File: src/rtl/inst_fetch_resp.sv
// inst_fetch_resp: single-outstanding instruction fetch responder.
// Holds DEPTH 32-bit words that the program-load port fills in.
// An accepted fetch returns its word WAIT_CYCLES+1 cycles after acceptance.
// The response is held until the consumer takes it, or until a flush drops it.
// Optional feature macro: INST_ALIGN_CHK_EN. When it is defined, a misaligned
// PC returns a NOP and raises err.
module inst_fetch_resp #(
  parameter int DEPTH       = 64,
  parameter int WAIT_CYCLES = 2
) (
  input  logic                     clk,
  input  logic                     rst_n,
  input  logic                     req,
  input  logic [31:0]              addr,
  output logic                     req_ready,
  input  logic                     flush,
  output logic                     resp_valid,
  input  logic                     resp_ready,
  output logic [31:0]              resp_inst,
  output logic [31:0]              resp_pc,
  input  logic                     prog_we,
  input  logic [$clog2(DEPTH)-1:0] prog_addr,
  input  logic [31:0]              prog_data,
  output logic                     err
);

  localparam int          AW       = $clog2(DEPTH);
  localparam logic [31:0] NOP      = 32'hE1A00000;
  localparam logic [3:0]  CNT_LOAD = (WAIT_CYCLES > 0) ? 4'(WAIT_CYCLES - 1) : 4'd0;

  typedef enum logic [1:0] {
    IDLE = 2'd0,
    WAIT = 2'd1,
    RESP = 2'd2
  } state_t;

  state_t        state;
  state_t        state_next;
  logic [3:0]    cnt;
  logic [31:0]   mem [DEPTH];
  logic          accept;
  logic          in_range;
  logic          misaligned;
  logic [AW-1:0] word_idx;
  logic [31:0]   fetch_word;
  logic [31:0]   inst_q;
  logic [31:0]   pc_q;

  // A fetch is taken only in IDLE. A flush in IDLE blocks acceptance for that cycle.
  assign accept   = (state == IDLE) && req && !flush;
  assign word_idx = addr[AW+1:2];
  assign in_range = (addr[31:AW+2] == '0);

`ifdef INST_ALIGN_CHK_EN
  assign misaligned = |addr[1:0];
`else
  // The byte offset is intentionally ignored when alignment checking is off.
  logic unused_addr_lsb;
  assign unused_addr_lsb = ^addr[1:0];
  assign misaligned      = 1'b0;
`endif

  // Select the word to latch at acceptance: the stored word, or a NOP for a bad PC.
  always_comb begin
    // NOTE: a default assignment first keeps every path driven, so no latch is inferred.
    fetch_word = NOP;
    if (in_range && !misaligned) begin
      fetch_word = mem[word_idx];
    end
  end

  // Program-load write port; active in every state.
  // NOTE: instruction storage has no reset. Its contents survive rst_n, and only
  // the control state below is reset.
  always_ff @(posedge clk) begin
    if (prog_we) begin
      mem[prog_addr] <= prog_data;
    end
  end

  // State register.
  always_ff @(posedge clk or negedge rst_n) begin
    if (!rst_n) begin
      state <= IDLE;
    end else begin
      state <= state_next;
    end
  end

  // Next-state logic.
  always_comb begin
    state_next = state;
    unique case (state)
      IDLE: begin
        if (accept) begin
          state_next = (WAIT_CYCLES > 0) ? WAIT : RESP;
        end
      end
      WAIT: begin
        if (flush) begin
          state_next = IDLE;
        end else if (cnt == 4'd0) begin
          state_next = RESP;
        end
      end
      RESP: begin
        // flush together with resp_ready still discards the response.
        if (flush || resp_ready) begin
          state_next = IDLE;
        end
      end
      default: state_next = IDLE;
    endcase
  end

  // Wait counter and response capture. Data is frozen at acceptance, so later
  // program writes cannot change an in-flight response.
  always_ff @(posedge clk or negedge rst_n) begin
    if (!rst_n) begin
      // NOTE: sequential state uses non-blocking assignments. Every register then
      // updates from pre-edge values, which is why a same-cycle write returns old data.
      cnt    <= 4'd0;
      inst_q <= 32'd0;
      pc_q   <= 32'd0;
    end else if (accept) begin
      cnt    <= CNT_LOAD;
      inst_q <= fetch_word;
      pc_q   <= addr + 32'd4;
    end else if (state == WAIT) begin
      cnt <= (flush || cnt == 4'd0) ? 4'd0 : cnt - 4'd1;
    end
  end

`ifdef INST_ALIGN_CHK_EN
  logic err_q;

  // Misalignment flag, captured with the response.
  always_ff @(posedge clk or negedge rst_n) begin
    if (!rst_n) begin
      err_q <= 1'b0;
    end else if (accept) begin
      err_q <= misaligned;
    end
  end

  assign err = err_q;
`else
  assign err = 1'b0;
`endif

  assign req_ready  = (state == IDLE);
  assign resp_valid = (state == RESP);
  assign resp_inst  = inst_q;
  assign resp_pc    = pc_q;

endmodule

File: config.mk
export PLATFORM = sky130hd
export DESIGN_NAME = inst_fetch_resp
export DESIGN_NICKNAME = d
export VERILOG_FILES = /design/src/rtl/inst_fetch_resp.sv
export SDC_FILE = /design/constraint.sdc
export NUM_CORES = 2
export LEC_CHECK = 0
export CAP_MARGIN = 20
export CORE_MARGIN = 5
export CORE_UTILIZATION = 41
export DETAILED_ROUTE_END_ITERATION = 8
export MAX_ROUTING_LAYER = met4
export PLACE_DENSITY_LB_ADDON = 0.2
export SYNTH_ARGS = -nofsm -noshare
export SYNTH_HDL_FRONTEND = slang
export SYNTH_SLANG_ARGS = --single-unit
export TNS_END_PERCENT = 1
File: constraint.sdc
create_clock -name clk -period 2.86 [get_ports clk]
set_clock_uncertainty 0.1 [all_clocks]
set_input_delay 0.858 -clock clk [delete_from_list [all_inputs] [get_ports clk]]
set_output_delay 0.858 -clock clk [all_outputs]
set_load 0.01 [all_outputs]
==> results.md <==
* Overflow after GRT at 0
* Xor/xnor cell area share of the yosys netlist at 0.3015%
* Mapped cell area at ~80000 um2
* Pre-CTS setup slack at -0.6244 ns
* Main synth FF type: edfxtp_1
* Ys async rst share at between 3 and 4%
* DRT antenna net count at 0
* Die width at about 460 um
* Cell Rows at 163
* Met3 usage at ~3.1%
* Pin count of the biggest net entering global routing at 65
* Clock Path Buffers at 3
* CTS tree: yes
* DPL Wire Length at between 100 and 150 mm
* RSZ-0062 raised after global routing: no
* Crit. End Element: output pin
* Drt first pass iters at 6
* Hold Crit Class: flip-flop to flip-flop
* Mux share of post-synthesis cell area at roughly 15%
* Sequential-to-total area share from yosys stat at 77.77%
* Status: finished, final reports clean
* Netlist cell types at between 60 and 70
* Final worst path period share at about 98%
* VDD IR max at 0.5815 mV
* Cell Chain, Critical Path: clkdlybuf4s50_1
* Initial DRC count at roughly 4300
* CP Buf/Inv Count at 1
* Syn_area_per_cell at about 22 um2
* CP max stage delay at about 0.58 ns
* Ys Warns at 0
* Layout Area Growth over Synthesis at 21.96%
* Synth Area in Compound Gates at 2.645%
* CTS sink cnt at between 2000 and 2500
* Layout net count at 4514
* Drt total wl at 232.7 mm
* Final RePlAce weighted congestion at 0.8449
* Routed len/inst at 32.02 um
* Final Util at about half
* Reg clk slew, reported paths at 0.06 ns
* Fin Setup TNS at 0 ns
* Fraction of layout cells with a size suffix above 1 at 33.77%
* Simple-gate share of the synthesized area at 2.535%
* FILL cells at 15945
* Commonest non-fill, non-tap cell in the layout: edfxtp_1
* Yosys top cell by area: edfxtp_1
* Die Span Y at 455.4 um
* Combinational family with the most area after synthesis: multiplexers
* EDFF count, synth at a little over 2000
* Critical path required time at 1.90 ns
* Busiest layer in global routing: met2
* Mapped Cells at between 3000 and 4000
* Worst skew pair latency at roughly 0.84 ns
* Met1 usage at between 30% and 40%
* Max-slew violation count at 0
* Worst EP arrival at 1.84 ns
* Initial Util at 41.19%
* Crit path launch type: flip-flop
* CP max-delay cell: clkdlybuf4s50_1
* Initial antenna violation count at 6
* Via Count at roughly 42000
* I/O Buffers at between 100 and 150
* Most frequent cells in the layout: edfxtp_1 (2048), mux4_2 (519), buf_4 (361)
* Post-synthesis adder-cell area fraction at less than 1%
* Syn_nets at between 3000 and 4000
* Final setup fails at 0
* Endpoints failing hold at 0
* GR Util All Layers at 23.12%
* #FFs+latches synth at roughly 2100
* IO Pins at roughly 140
* Die area at 207400 um2
* Crit Path Max Fanout at 2
* Post-CTS Setup Bufs at 0
* # DRC at 0
* Vias in the first global route at between 40000 and 50000
* First-pass GRT wire length at ~330 mm
* Relative slew slack at 46.43%
* Cell family with most CP delay: buffers and inverters
* Fin Hold WS at ~0.38 ns
* GR Util met2 at a little under two fifths
* Worst Setup Slack, final at 0.05804 ns
* Most area-consuming cells after synthesis: edfxtp_1 (76%), mux4_2 (14%), dfrtp_1 (2.2%), a22oi_1 (1.5%), mux2i_1 (0.76%)
* CP Class: flip-flop to output pin
* Vias per inst at 5.771
* Leak Pwr at approximately 0.032 uW
* Crit path time final at approximately 2.8 ns
* PD cells at 669.0 nW/um2
* MaxCap Viol Count at 0
* Measured slew at the worst slew-check pin at 0.8035 ns
* Root Buffer: clkbuf_16
* CTS Buf Count at 215
* Synth top area share at 75.62%
* Fmax at 356.9 MHz
* H-tree Lvls at 4
* Core box area at just under 200000 um2
-- registers in the layout (all words and copies together), names as in the netlist --
name       cells
state          2
resp_inst     32
mem         2048
resp_pc       32
cnt            4
-- path summary, 6_finish.rpt --
path                          startpoint       endpoint  slack [ns]  depth (start not counted)
max                        resp_inst[31]  resp_inst[31]        0.06                          1
min                          resp_pc[16]    resp_pc[16]        0.38                          2
max reg2reg                     state[0]  resp_inst[20]        0.47                          7
min reg2reg                  resp_pc[16]    resp_pc[16]        0.38                          2
max in group asynchronous          rst_n  resp_inst[27]        1.38                          3
min in group asynchronous          rst_n     resp_pc[2]        0.52                          2
-- tightest hold or removal path, cell delays in order, from the launching register on --
cell	delay (ns)
dfrtp_1	0.34
nand2_1	0.05
o21ai_0	0.06
-- kinds of logic after synthesis --
| family | after synthesis |
|---|---|
| flops | 2118 |
| other cells | 1 |
| xor+xnor | 28 |
| fa+ha+maj | 3 |
| simple gates | 442 |
| mux | 590 |
| compound gates | 307 |
| buf+inv | 213 |
-- what timing repair did --
action	in CTS	in global routing
gates resized for setup	56	1
cloned	0	0
hold buffers	1	0
setup endpoints to repair	35	1
endpoints found under the hold margin	40	0
-- cell usage after synthesis (3+ instances only) --
library cell,instances
xnor2_1,27
nor4_2,4
a31oi_1,13
a32oi_1,3
o22ai_1,10
nor3_1,27
dfrtp_1,70
inv_1,8
mux2i_1,62
clkbuf_1,77
mux2_2,9
and4_1,3
edfxtp_1,2048
buf_4,31
nand3b_1,3
buf_8,4
a221o_1,3
and3_1,4
o21ai_1,12
o2111ai_1,7
nor2b_1,12
or2_2,5
ha_1,3
buf_1,23
nand2b_1,14
mux4_2,519
nand2_1,156
nand4_1,16
a21oi_1,21
a22oi_1,166
nand3_1,47
o211ai_1,21
nor2_1,121
nor4_1,14
or3_1,5
buf_2,49
o21ai_0,34
buf_6,19
-- area by class of cell --
cell class                      instances  area [um2]  share of cell area, %
Clock inverter                        117        1044                  1.052
Clock buffer                          288        5767                  5.814
Timing Repair Buffer                  719        8285                  8.353
Sequential cell                      2118       63290                  63.81
Tap cell                             2640        3303                  3.330
Antenna cell                            5       12.51                0.01261
Multi-Input combinational cell       1371       17450                  17.59
Inverter                               10       40.04                0.04037
-- report_power, final --
group          internal (uW)  switching, uW
clock                  15500          11800
sequential             34400            198
combinational           1960           2470
total                  51800          14500
-- through the flow --
| step | std cells | power [uW] | instance area (um2) |
|---|---|---|---|
| global placement | 6857 | 39740 | 92350 |
| finish | 7268 | 66360 | 99190 |
| floorplan | 3702 | 37200 | 81440 |
| CTS | 7263 | 66980 | 99170 |
| detailed placement | 6857 | 39800 | 92350 |
| global route | 7264 | 68490 | 99180 |
-- routing by layer --
layer,vias to the layer above,share of wire [%]
li1,17155,-
met1,22955,41
met2,1542,50
met3,288,6.0
met4,0,2.6
met5,-,0
Power figures use the tool's default switching activity.
